**config.mk**
```make
export PLATFORM = sky130hd
export DESIGN_NAME = instruction_fetch_phase_flat
export DESIGN_NICKNAME = d
export VERILOG_FILES = /design/src/rtl/instruction_fetch_phase_pkg.sv /design/src/rtl/instruction_fetch_phase_if.sv /design/src/rtl/instruction_fetch_phase_ifid.sv /design/src/rtl/instruction_fetch_phase.sv /design/src/flat_wrapper.sv
export SDC_FILE = /design/constraint.sdc
export NUM_CORES = 1
export LEC_CHECK = 0
export BUFFER_PORTS_ARGS = -buffer_cell sky130_fd_sc_hd__buf_2
export CAP_MARGIN = 20
export CORE_MARGIN = 4
export CORE_UTILIZATION = 52
export DETAILED_ROUTE_END_ITERATION = 6
export GPL_TIMING_DRIVEN = 0
export PLACE_DENSITY = 0.79
export RECOVER_POWER = 50
export SLEW_MARGIN = 5
export SYNTH_ARGS = -nofsm -noshare
export SYNTH_HDL_FRONTEND = slang
export SYNTH_HIERARCHICAL = 1
export SYNTH_SLANG_ARGS = --single-unit
```
**constraint.sdc**
```tcl
create_clock -name Clk -period 3.46 [get_ports Clk]
set_clock_uncertainty 0.05 [all_clocks]
set_input_delay 0.692 -clock Clk [delete_from_list [all_inputs] [get_ports Clk]]
set_output_delay 0.692 -clock Clk [all_outputs]
set_load 0.02 [all_outputs]
```
**src/rtl/instruction_fetch_phase_pkg.sv**
```systemverilog
// Shared definitions for the instruction fetch stage: FSM state codes, reset
// defaults and the redirect-source encoding used by the PC mux.
package fetch_pkg;

  localparam logic [31:0] RESET_PC_DEF  = 32'h0000_0000;
  localparam logic [31:0] NOP_INSTR_DEF = 32'h0000_0000;

  localparam logic [1:0] S_BOOT = 2'd0;
  localparam logic [1:0] S_REQ  = 2'd1;
  localparam logic [1:0] S_WAIT = 2'd2;
  localparam logic [1:0] S_HOLD = 2'd3;

  typedef enum logic [1:0] {
    RSEL_NONE   = 2'd0,
    RSEL_BRANCH = 2'd1,
    RSEL_JUMP   = 2'd2,
    RSEL_JREG   = 2'd3
  } redirect_sel_e;

  // jr outranks j, which outranks a taken branch
  function automatic redirect_sel_e redirect_select(input logic jreg,
                                                    input logic jump,
                                                    input logic branch);
    redirect_sel_e sel;
    if (jreg)        sel = RSEL_JREG;
    else if (jump)   sel = RSEL_JUMP;
    else if (branch) sel = RSEL_BRANCH;
    else             sel = RSEL_NONE;
    return sel;
  endfunction

  function automatic logic [31:0] word_align(input logic [31:0] addr);
    return {addr[31:2], 2'b00};
  endfunction

endpackage

```
**src/rtl/instruction_fetch_phase_if.sv**
```systemverilog
// Instruction-memory fetch channel: req/ready request handshake plus a
// single-cycle rvalid read-data return.
interface instruction_fetch_phase_if;

  logic        req;
  logic [31:0] addr;
  logic        ready;
  logic        rvalid;
  logic [31:0] rdata;

  modport master (
    output req,
    output addr,
    input  ready,
    input  rvalid,
    input  rdata
  );

  modport slave (
    input  req,
    input  addr,
    output ready,
    output rvalid,
    output rdata
  );

endinterface

```
**src/rtl/instruction_fetch_phase_ifid.sv**
```systemverilog
// IF/ID pipeline register: instruction, PC+4 and valid, with flush taking
// priority over load and stall holding the current contents.
module ifid_register
  import fetch_pkg::*;
#(
  parameter logic [31:0] NOP_INSTR = NOP_INSTR_DEF
) (
  input  logic        Clk,
  input  logic        Reset,
  input  logic        load,
  input  logic        hold,
  input  logic        flush,
  input  logic [31:0] instr_next,
  input  logic [31:0] pc_next,
  output logic [31:0] instr,
  output logic [31:0] pc,
  output logic        valid
);

  always_ff @(posedge Clk or negedge Reset) begin
    if (!Reset) begin
      instr <= NOP_INSTR;
      pc    <= 32'h0;
      valid <= 1'b0;
    end else if (flush) begin
      instr <= NOP_INSTR;
      pc    <= 32'h0;
      valid <= 1'b0;
    end else if (load && !hold) begin
      instr <= instr_next;
      pc    <= pc_next;
      valid <= 1'b1;
    end
  end

endmodule

```
**src/rtl/instruction_fetch_phase.sv**
```systemverilog
// Fetch stage: owns the PC, runs one outstanding imem request at a time and
// feeds the IF/ID register. Define FETCH_STATS_EN to add fetch/stall/redirect counters.
module instruction_fetch_phase
  import fetch_pkg::*;
#(
  parameter logic [31:0] RESET_PC  = RESET_PC_DEF,
  parameter logic [31:0] NOP_INSTR = NOP_INSTR_DEF
) (
  input  logic                       Clk,
  input  logic                       Reset,
  instruction_fetch_phase_if.master  imem,
  input  logic                       Stall,
  input  logic                       Flush,
  input  logic                       Branch,
  input  logic [31:0]                BranchTarget,
  input  logic                       Jump,
  input  logic [31:0]                JumpTarget,
  input  logic                       JumpRegister,
  input  logic [31:0]                JumpRegTarget,
  output logic [31:0]                instr_out,
  output logic [31:0]                pc_out,
  output logic                       ifid_valid
`ifdef FETCH_STATS_EN
  ,
  output logic [31:0]                fetch_count,
  output logic [31:0]                stall_count,
  output logic [15:0]                redirect_count
`endif
);

  logic [1:0]    state;
  logic [1:0]    state_next;
  logic [31:0]   pc;
  logic [31:0]   pc_next;
  logic [31:0]   pc_inc;
  logic [31:0]   hold_buf;
  logic [31:0]   target;
  logic          kill;
  logic          kill_next;
  logic          hold_load;
  logic          ifid_load;
  logic [31:0]   ifid_instr;
  logic          handshake;
  logic          redirect;
  redirect_sel_e rsel;

  assign pc_inc    = pc + 32'd4;
  assign rsel      = redirect_select(JumpRegister, Jump, Branch);
  assign redirect  = !Stall && (rsel != RSEL_NONE);

  // A stalled stage issues nothing new; the address still tracks pc
  assign imem.req  = (state == S_REQ) && !Stall;
  assign imem.addr = pc;
  assign handshake = imem.req && imem.ready;

  always_comb begin
    case (rsel)
      RSEL_JREG: target = JumpRegTarget;
      RSEL_JUMP: target = JumpTarget;
      default:   target = BranchTarget;
    endcase
  end

  always_comb begin
    state_next = state;
    pc_next    = pc;
    kill_next  = kill;
    hold_load  = 1'b0;
    ifid_load  = 1'b0;
    ifid_instr = imem.rdata;
    case (state)
      S_BOOT: state_next = S_REQ;
      S_REQ: begin
        if (handshake) begin
          state_next = S_WAIT;
          kill_next  = redirect;
        end
      end
      S_WAIT: begin
        if (imem.rvalid) begin
          if (kill || redirect) begin
            kill_next  = 1'b0;
            state_next = S_REQ;
          end else if (!Stall) begin
            ifid_load  = 1'b1;
            pc_next    = pc_inc;
            state_next = S_REQ;
          end else begin
            hold_load  = 1'b1;
            state_next = S_HOLD;
          end
        end else if (redirect) begin
          // Response still in flight: remember to discard it when it lands
          kill_next = 1'b1;
        end
      end
      S_HOLD: begin
        if (redirect) begin
          state_next = S_REQ;
        end else if (!Stall) begin
          ifid_load  = 1'b1;
          ifid_instr = hold_buf;
          pc_next    = pc_inc;
          state_next = S_REQ;
        end
      end
      default: state_next = S_BOOT;
    endcase
    if (redirect) pc_next = word_align(target);
  end

  always_ff @(posedge Clk or negedge Reset) begin
    if (!Reset) begin
      state <= S_BOOT;
      pc    <= RESET_PC;
      kill  <= 1'b0;
    end else begin
      state <= state_next;
      pc    <= pc_next;
      kill  <= kill_next;
    end
  end

  always_ff @(posedge Clk) begin
    if (hold_load) hold_buf <= imem.rdata;
  end

  // Redirects flush IF/ID on the same edge the PC moves
  ifid_register #(
    .NOP_INSTR (NOP_INSTR)
  ) u_ifid (
    .Clk        (Clk),
    .Reset      (Reset),
    .load       (ifid_load),
    .hold       (Stall),
    .flush      (Flush || redirect),
    .instr_next (ifid_instr),
    .pc_next    (pc_inc),
    .instr      (instr_out),
    .pc         (pc_out),
    .valid      (ifid_valid)
  );

`ifdef FETCH_STATS_EN
  always_ff @(posedge Clk or negedge Reset) begin
    if (!Reset) begin
      fetch_count    <= 32'h0;
      stall_count    <= 32'h0;
      redirect_count <= 16'h0;
    end else begin
      if (ifid_load && !Flush) fetch_count <= fetch_count + 32'd1;
      if (Stall)               stall_count <= stall_count + 32'd1;
      if (redirect)            redirect_count <= redirect_count + 16'd1;
    end
  end
`endif

endmodule

```
**src/flat_wrapper.sv**
```systemverilog
// flat-port wrapper written by rule: the top's interface ports become plain ports
module instruction_fetch_phase_flat import fetch_pkg::*;
#(
  parameter logic [31:0] RESET_PC  = RESET_PC_DEF,
  parameter logic [31:0] NOP_INSTR = NOP_INSTR_DEF
)
  (Clk, Reset, Stall, Flush, Branch, BranchTarget, Jump, JumpTarget, JumpRegister, JumpRegTarget, instr_out, pc_out, ifid_valid, imem_req, imem_addr, imem_ready, imem_rvalid, imem_rdata);
  instruction_fetch_phase_if imem_i ();
  input  logic Clk;
  input  logic Reset;
  input  logic Stall;
  input  logic Flush;
  input  logic Branch;
  input  logic [31:0] BranchTarget;
  input  logic Jump;
  input  logic [31:0] JumpTarget;
  input  logic JumpRegister;
  input  logic [31:0] JumpRegTarget;
  output logic [31:0] instr_out;
  output logic [31:0] pc_out;
  output logic ifid_valid;
  output wire logic [$bits(imem_i.req)-1:0] imem_req;
  output wire logic [$bits(imem_i.addr)-1:0] imem_addr;
  input wire logic [$bits(imem_i.ready)-1:0] imem_ready;
  input wire logic [$bits(imem_i.rvalid)-1:0] imem_rvalid;
  input wire logic [$bits(imem_i.rdata)-1:0] imem_rdata;
  assign imem_req = imem_i.req;
  assign imem_addr = imem_i.addr;
  assign imem_i.ready = imem_ready;
  assign imem_i.rvalid = imem_rvalid;
  assign imem_i.rdata = imem_rdata;
  instruction_fetch_phase #(.RESET_PC(RESET_PC), .NOP_INSTR(NOP_INSTR)) u_core (.Clk(Clk), .Reset(Reset), .imem(imem_i), .Stall(Stall), .Flush(Flush), .Branch(Branch), .BranchTarget(BranchTarget), .Jump(Jump), .JumpTarget(JumpTarget), .JumpRegister(JumpRegister), .JumpRegTarget(JumpRegTarget), .instr_out(instr_out), .pc_out(pc_out), .ifid_valid(ifid_valid));
endmodule
```
==> implementation parameters, run 1 <==
Parameter                              Value

Placement
  HPWL reported at the end of detailed placement    roughly 17000 um
  Global placement routability congestion    0.948
  Count of buffers inserted at the top-level ports    ~220
  Cell count after placement    roughly 1.2k
  Worst setup timing slack at the placement stage    between 300 and 400 ps

Route
  Drt via density    roughly 5.8
  DRT Pass-1 Iters    4
  DRC violation count after routing    0
  Total via count after detailed routing    just under 7k
  Sum of routed wire length over all layers    22700 um
  Number of routed nets with antenna violations    0
  Iter 0 DRT Violations    552
  Average routed wire per standard cell    roughly 19 um

Logic synthesis
  Flop and latch count out of synthesis    130
  Yosys warnings    6
  Post-synth EDFFs    32
  Synthesized area per cell    10.3 sq um
  Share of synthesized registers carrying an async set or reset    0.754
  Netlist cell types    50
  Netlist area before placement    between 7000 and 8000 sq um
  Sequential fraction of the synthesis area    0.445
  Primary FF master, synth    dfrtp_1
  Gate count after technology mapping    about 740

Die
  Core outline area    between 10000 and 15000 sq um
  Floorplan row count    44
  Number of primary I/O pins    approximately 240
  Height of the chip    129 um
  Die width    129 um
  Starting density of the core    0.530
  Die area    ~17000 sq um

Clock network
  Num CTS Buffers    17
  TritonCTS clock tree    done
  Number of gates given a new drive strength after cts    0
  Hold buffer count at cts    0
  Clock-pin slew of the registers on the worst-case setup and hold paths    60 ps
  Clock network latency to the later pin of the worst-skew pair    between 400 and 500 ps
  Buffers inserted during post-CTS setup optimization    0
  Clk buf depth    2
  CTS H-Tree Depth    4
  Sink Count    130
  Clk Tree Root Cell    clkbuf_16

STA
  Slew Limit Headroom    -0.613
  Max Transition Viols Final    41
  Fmax    ~0.35 GHz
  Final Worst Setup Slack    ~630 ps
  Min cycle time layout    2830 ps
  Final hold viol count    0
  Actual slew at the worst max-slew pin    around 2400 ps
  Share of the clock period used by the worst path after layout    0.818
  Setup repair after global routing missed its margin    false
  Setup TNS    0 ps
  Final setup fails    0

Worst hold path
  Hold WC Path Type    input port to flip-flop
  Launch instance of the worst min-delay path    imem_rdata[23]
  Number of cells traversed by the worst hold path    1

Job
  Number of max-capacitance violations reported    1

Worst setup path
  Data arrival, critical path    between 3000 and 4000 ps
  Worst Setup Path Type    flip-flop to flip-flop
  Cell-by-cell trace of the critical path    inv_1 -> ha_1 -> nand3b_1 -> a21oi_1 -> nor2_1 -> buf_2 -> a22oi_1 -> o21ai_0
  Cell family with most CP delay    compound AO/OA/AOI/OAI gates
  Launching point of the worst reg2reg path    u_core/state[0]
  Library cell contributing the largest single delay on the critical path    a21oi_1
  Critical path launch point    u_core/state[0]
  Worst path buffer plus inverter count    2
  Kind of start point of the critical path    flip-flop
  Number of gates on the worst path with buffers counted    8
  CP required    3700 ps
  Endpoint kind of the worst setup timing path    flip-flop
  Slowest Stage Delay on Critical Path    690 ps
  Critical path fanouts, max    10
  Depth of the most critical reg-to-reg path    8

Cells and area
  Number of nets in the layout    between 1k and 1.5k
  Area delta synth->final    25.6%
  Ratio of cells with drive above 1 in the final layout    0.273
  Final Instance Count excl. Fillers    roughly 1.2k
  Number of diodes added for antenna fixing    0
  Final core area utilization    0.666

Power
  Worst voltage drop across the vdd grid    about 0.34 mV
  Total power per unit cell area    474 nW/um^2
  Reported leakage power    approximately 4.2 nW
  Total Power Consumption    between 4 and 5 mW

Global routing
  Number of antenna violations at the first check in global routing    0
  Via count of the first global-routing pass    approximately 6.8k
  Total routing resource utilization after global routing    0.268
  Pin count of the biggest net entering global routing    between 50 and 60
  GRT Residual Overflow    0
  First-pass GRT wire length    approximately 35000 um

Status
  Violations in the final reports    max-capacitance violations, max-slew violations
  Run status    finished with violations
final timing paths:
check,to,slack (ps)
hold reg to reg,u_core/u_ifid/pc[15],480
max in group asynchronous,u_core/u_ifid/pc[27],1010
setup / recovery,u_core/imem.addr[2],630
min in group asynchronous,u_core/u_ifid/instr[18],960
setup reg to reg,u_core/imem.addr[2],630
hold / removal,u_core/hold_buf[23],410
synth_stat cells, types with 21 or more instances:
library cell | number | area, sq um
nand2_1 | 61 | 229
o21ai_0 | 47 | 235
mux2_2 | 33 | 372
nor2_1 | 27 | 101
mux2i_1 | 30 | 300
xnor2_1 | 21 | 184
o21ai_1 | 60 | 300
dfrtp_1 | 98 | 2450
nand4bb_1 | 64 | 721
buf_2 | 22 | 110
edfxtp_1 | 32 | 961
nand2b_1 | 66 | 413
per-stage QoR:
step	cell area (sq um)	hold slack, ps
after floorplan	7680	346
after global placement	9030	450
after detailed placement	9100	462
after CTS	9720	225
after global routing	9640	393
final	9640	411
worst register-to-register path, stage by stage (launching register included):
cell and delay (ps):
dfrtp_1 440, inv_1 80, ha_1 240, nand3b_1 240
a21oi_1 690, nor2_1 350, buf_2 300, a22oi_1 210
o21ai_0 110
cells by family after synthesis:
| family | count (synthesis) | share of synthesized area |
|---|---|---|
| buffers and inverters | 76 | 0.0636 |
| AOI/OAI and AO/OA | 183 | 0.141 |
| adders and majority gates | 4 | 0.00653 |
| xor gates and xnor gates | 26 | 0.0297 |
| DFF | 130 | 0.445 |
| other | 1 | 0.000489 |
| and+or+nand+nor | 261 | 0.226 |
| muxes | 63 | 0.0876 |
registers in the layout, summed over array words and instances (netlist names):
name                 flops
u_core/u_ifid/pc        32
u_core/imem.addr        30
u_core/kill              1
u_core/u_ifid/valid      1
u_core/hold_buf         32
u_core/state             2
u_core/u_ifid/instr     32
routing by layer:
metal  GRT usage  share of wire  wire, um
met3      0.0561          0.080      1810
met5           0              0         0
met2       0.462           0.50     11300
met1       0.336           0.40      9140
met4      0.0941          0.017       381
power by group:
group          internal, mW  switching, mW
clock network          1.22          0.675
registers              1.66          0.123
logic                 0.370          0.514
total                  3.25           1.31
cells in the final DEF (no fill, tap or decap), types with 4 or more instances in the layout:
master / count
nor3_1: 5
mux2i_1: 30
nand4bb_1: 64
mux2_2: 33
buf_2: 178
nand2b_1: 66
nand2_1: 61
a22oi_1: 4
o21ai_0: 47
clkinv_2: 4
o211ai_1: 9
clkbuf_8: 6
bufinv_16: 4
nand4_1: 8
inv_1: 11
edfxtp_1: 32
a21oi_1: 19
clkinvlp_4: 4
nand3_1: 12
conb_1: 4
o21ai_1: 60
clkbuf_16: 17
buf_6: 15
dfrtp_1: 98
a21o_1: 6
ha_1: 4
clkbuf_1: 84
o311ai_0: 14
a31oi_1: 9
xor2_1: 5
xnor2_1: 21
nor2_1: 26
area by class of cell:
class | count | area, sq um
Fill cell | 1219 | 4840
Multi-Input combinational cell | 541 | 3790
Sequential cell | 130 | 3410
Timing Repair Buffer | 226 | 1090
Buffer | 65 | 447
Clock buffer | 18 | 439
Tap cell | 184 | 230
Clock inverter | 14 | 188
Inverter | 11 | 41.3
Power figures use the tool's default switching activity.
==> run 2: changes to the inputs <==
Settings changed: CORE_UTILIZATION 52 to 47, PLACE_DENSITY 0.79 to 0.75.
Clock period 3.46 ns to 2.3 ns, I/O delays scaled along.
==> run 2 against run 1 <==
  * The run now ends clean
  * Non-clock buffer count grew 5
  * Cell area grew 2.0%
  * Wire length grew 0.73%
  * Register-to-register slack lost 520 ps
  * Count of clock-buffer cells in the layout is the same
  * Global-route usage shrank 2.1 points
  * Clock power grew 51%
  * Sequential cell count is the same
  * Total power grew 51%
  * Die area grew 10%
  * Largest power group unchanged
  * Highest routed layer unchanged
==> implementation parameters, run 2 (synthesis results as in run 1) <==
Parameter                              Value

Clock network
  Clock-pin slew of the registers on the worst-case setup and hold paths    60 ps (about the same)
  Num CTS Buffers    17 (unchanged)
  Clock network latency to the later pin of the worst-skew pair    420 ps (about the same)
  Sink Count    130 (unchanged)
  Clk buf depth    2 (unchanged)
  Clk Tree Root Cell    clkbuf_16
  TritonCTS clock tree    done
  CTS H-Tree Depth    4 (unchanged)

Cells and area
  Top Registers    u_core/hold_buf x32, u_core/u_ifid/instr x32, u_core/u_ifid/pc x32
  Number of diodes added for antenna fixing    0 (unchanged)
  Area delta synth->final    28.1%
  Number of nets in the layout    1138 (+0.44%)
  Design Area, Final    9830 sq um (+2.0%)
  Ratio of cells with drive above 1 in the final layout    0.291 (+0.0185)
  Most common library cell in the layout ignoring fill and taps    buf_2
  Highest-count cells in the layout ignoring fill and taps    171 x buf_2, 97 x dfrtp_1, 80 x clkbuf_1

STA
  Slew Limit Headroom    0.414 (+1.03)
  Min cycle time layout    2190 ps (-639 ps)
  Final setup fails    0 (unchanged)
  Max Transition Viols Final    0 (-100%)
  Actual slew at the worst max-slew pin    877 ps (-1540 ps)
  Worst hold-check slack    180 ps (-230 ps)
  Final hold viol count    0 (unchanged)
  Share of the clock period used by the worst path after layout    0.953 (+0.135)
  Fmax    0.456 GHz (+29%)

Placement
  HPWL reported at the end of detailed placement    17000 um (+0.90%)
  Global placement routability congestion    0.893 (-5.8%)
  Area of placed instances    9140 sq um (+0.44%)
  Count of buffers inserted at the top-level ports    224 (unchanged)

Global routing
  First-pass GRT wire length    35500 um (+1.4%)
  Via count of the first global-routing pass    6714 (-1.8%)
  Total routing resource utilization after global routing    0.247 (-0.0212)
  Pin count of the biggest net entering global routing    66 (+12%)
  GRT Residual Overflow    0 (unchanged)
  Number of antenna violations at the first check in global routing    0 (unchanged)

Die
  Floorplan row count    46 (+4.5%)
  Die width    136 um (+4.9%)
  Die area    18400 sq um (+10%)
  Height of the chip    136 um (+4.9%)
  Starting density of the core    0.481 (-0.0486)
  Core outline area    15900 sq um (+10%)
  Number of primary I/O pins    235 (unchanged)

Route
  Sum of routed wire length over all layers    22800 um (+0.73%)
  DRT Pass-1 Iters    5 (+1)
  DRC violation count after routing    0 (unchanged)
  Iter 0 DRT Violations    492 (-11%)
  Number of routed nets with antenna violations    0 (unchanged)
  Average routed wire per standard cell    18.6 um (-2.3%)
  Total via count after detailed routing    6756 (-1.2%)
  Drt via density    5.51 (-4.2%)

Worst setup path
  Data arrival, critical path    2480 ps (-590 ps)
  Endpoint kind of the worst setup timing path    flip-flop
  Critical path fanouts, max    10 (unchanged)
  CP required    2590 ps (-1110 ps)
  Worst Setup Path Type    flip-flop to flip-flop
  Kind of start point of the critical path    flip-flop

Worst hold path
  Hold WC Path Type    input port to flip-flop

Status
  Run status    finished, final reports clean

Power
  Worst voltage drop across the vdd grid    0.426 mV (+25%)
  Design internal power    4.92 mW (+51%)
  Net load switching power    1.98 mW (+51%)
  Reported leakage power    4.26 nW (+1.2%)
  Total power per unit cell area    702 nW/um^2 (+48%)
  Switching Share    0.287 (about the same)
  Clock network fraction of total power    0.413 (-0.002)
  Share of total power in sequential cells    0.390 (about the same)
  Part of the power in combinational logic    0.197 (+0.003)

Job
  Number of max-capacitance violations reported    0 (-1)
[run 2: power by group through the flow]
stage	clock (mW)	combinational [mW]	sequential, mW
floorplan	0	0.715	2.80
global placement	0	1.29	2.72
detailed placement	0	1.31	2.72
CTS	2.88	1.34	2.68
global route	3.00	1.50	2.72
finish	2.85	1.36	2.69
[run 2: layout make-up]
| class | count | area (sq um) |
|---|---|---|
| well taps | 216 | 270 |
| plain buffers | 64 | 468 |
| flip-flops and latches | 130 | 3410 |
| multi-input cells | 541 | 3880 |
| repair buffers | 232 | 1120 |
| clock inverters | 14 | 188 |
| clock buffers | 18 | 439 |
| inverters | 11 | 41.3 |
| fillers | 1353 | 6120 |
[run 2: repair_timing]
action                     4_1_cts  5_1_grt
buffers inserted                 0        5
hold buffers                     1        0
hold endpoints to repair        33        0
setup endpoints to repair       24       86
gates cloned                     0        0
pin swaps                        0        3
resized for setup                8       28
[run 2: worst paths after layout]
kind	start	to	cells past startpoint	slack [ps]
max	u_core/imem.addr[11]	u_core/u_ifid/pc[30]	7	110
min	imem_rdata[24]	u_core/hold_buf[24]	1	180
max reg2reg	u_core/imem.addr[11]	u_core/u_ifid/pc[30]	7	110
min reg2reg	u_core/u_ifid/valid	u_core/u_ifid/valid	1	470
max in group asynchronous	Reset	u_core/imem.addr[2]	3	410
min in group asynchronous	Reset	u_core/u_ifid/instr[21]	2	660
[run 2: worst max-delay path, stage by stage (launching register included)]
cell and delay, ps:
dfrtp_1 470, nand4_1 260, nor4_4 400, clkbuf_4 280, nand4_1 200, xnor2_1 240, nand4bb_1 130, o21ai_1 90
[run 2: stage by stage]
step / TNS (ps) / setup WS, ps / std cells / power, mW / utilization
2_1_floorplan: 0 / 158 / 747 / 3.51 / -
3_3_place_gp: -76720 / -740 / 1187 / 4.01 / 0.569
3_5_place_dp: -20570 / -490 / 1189 / 4.04 / 0.573
4_1_cts: 0 / 0.324 / 1221 / 6.90 / 0.615
5_1_grt: -0.728 / -0.728 / 1226 / 7.21 / 0.616
6_report: 0 / 109 / 1226 / 6.90 / 0.616
[run 2: metal layers]
| layer | wire (um) | track usage | share of wire | vias up |
|---|---|---|---|---|
| li1 | - | - | - | 3241 |
| met1 | 9710 | 0.326 | 0.43 | 3143 |
| met2 | 10700 | 0.401 | 0.47 | 331 |
| met3 | 1820 | 0.0483 | 0.080 | 41 |
| met4 | 579 | 0.0974 | 0.025 | 0 |
| met5 | 0 | 0 | 0 | - |
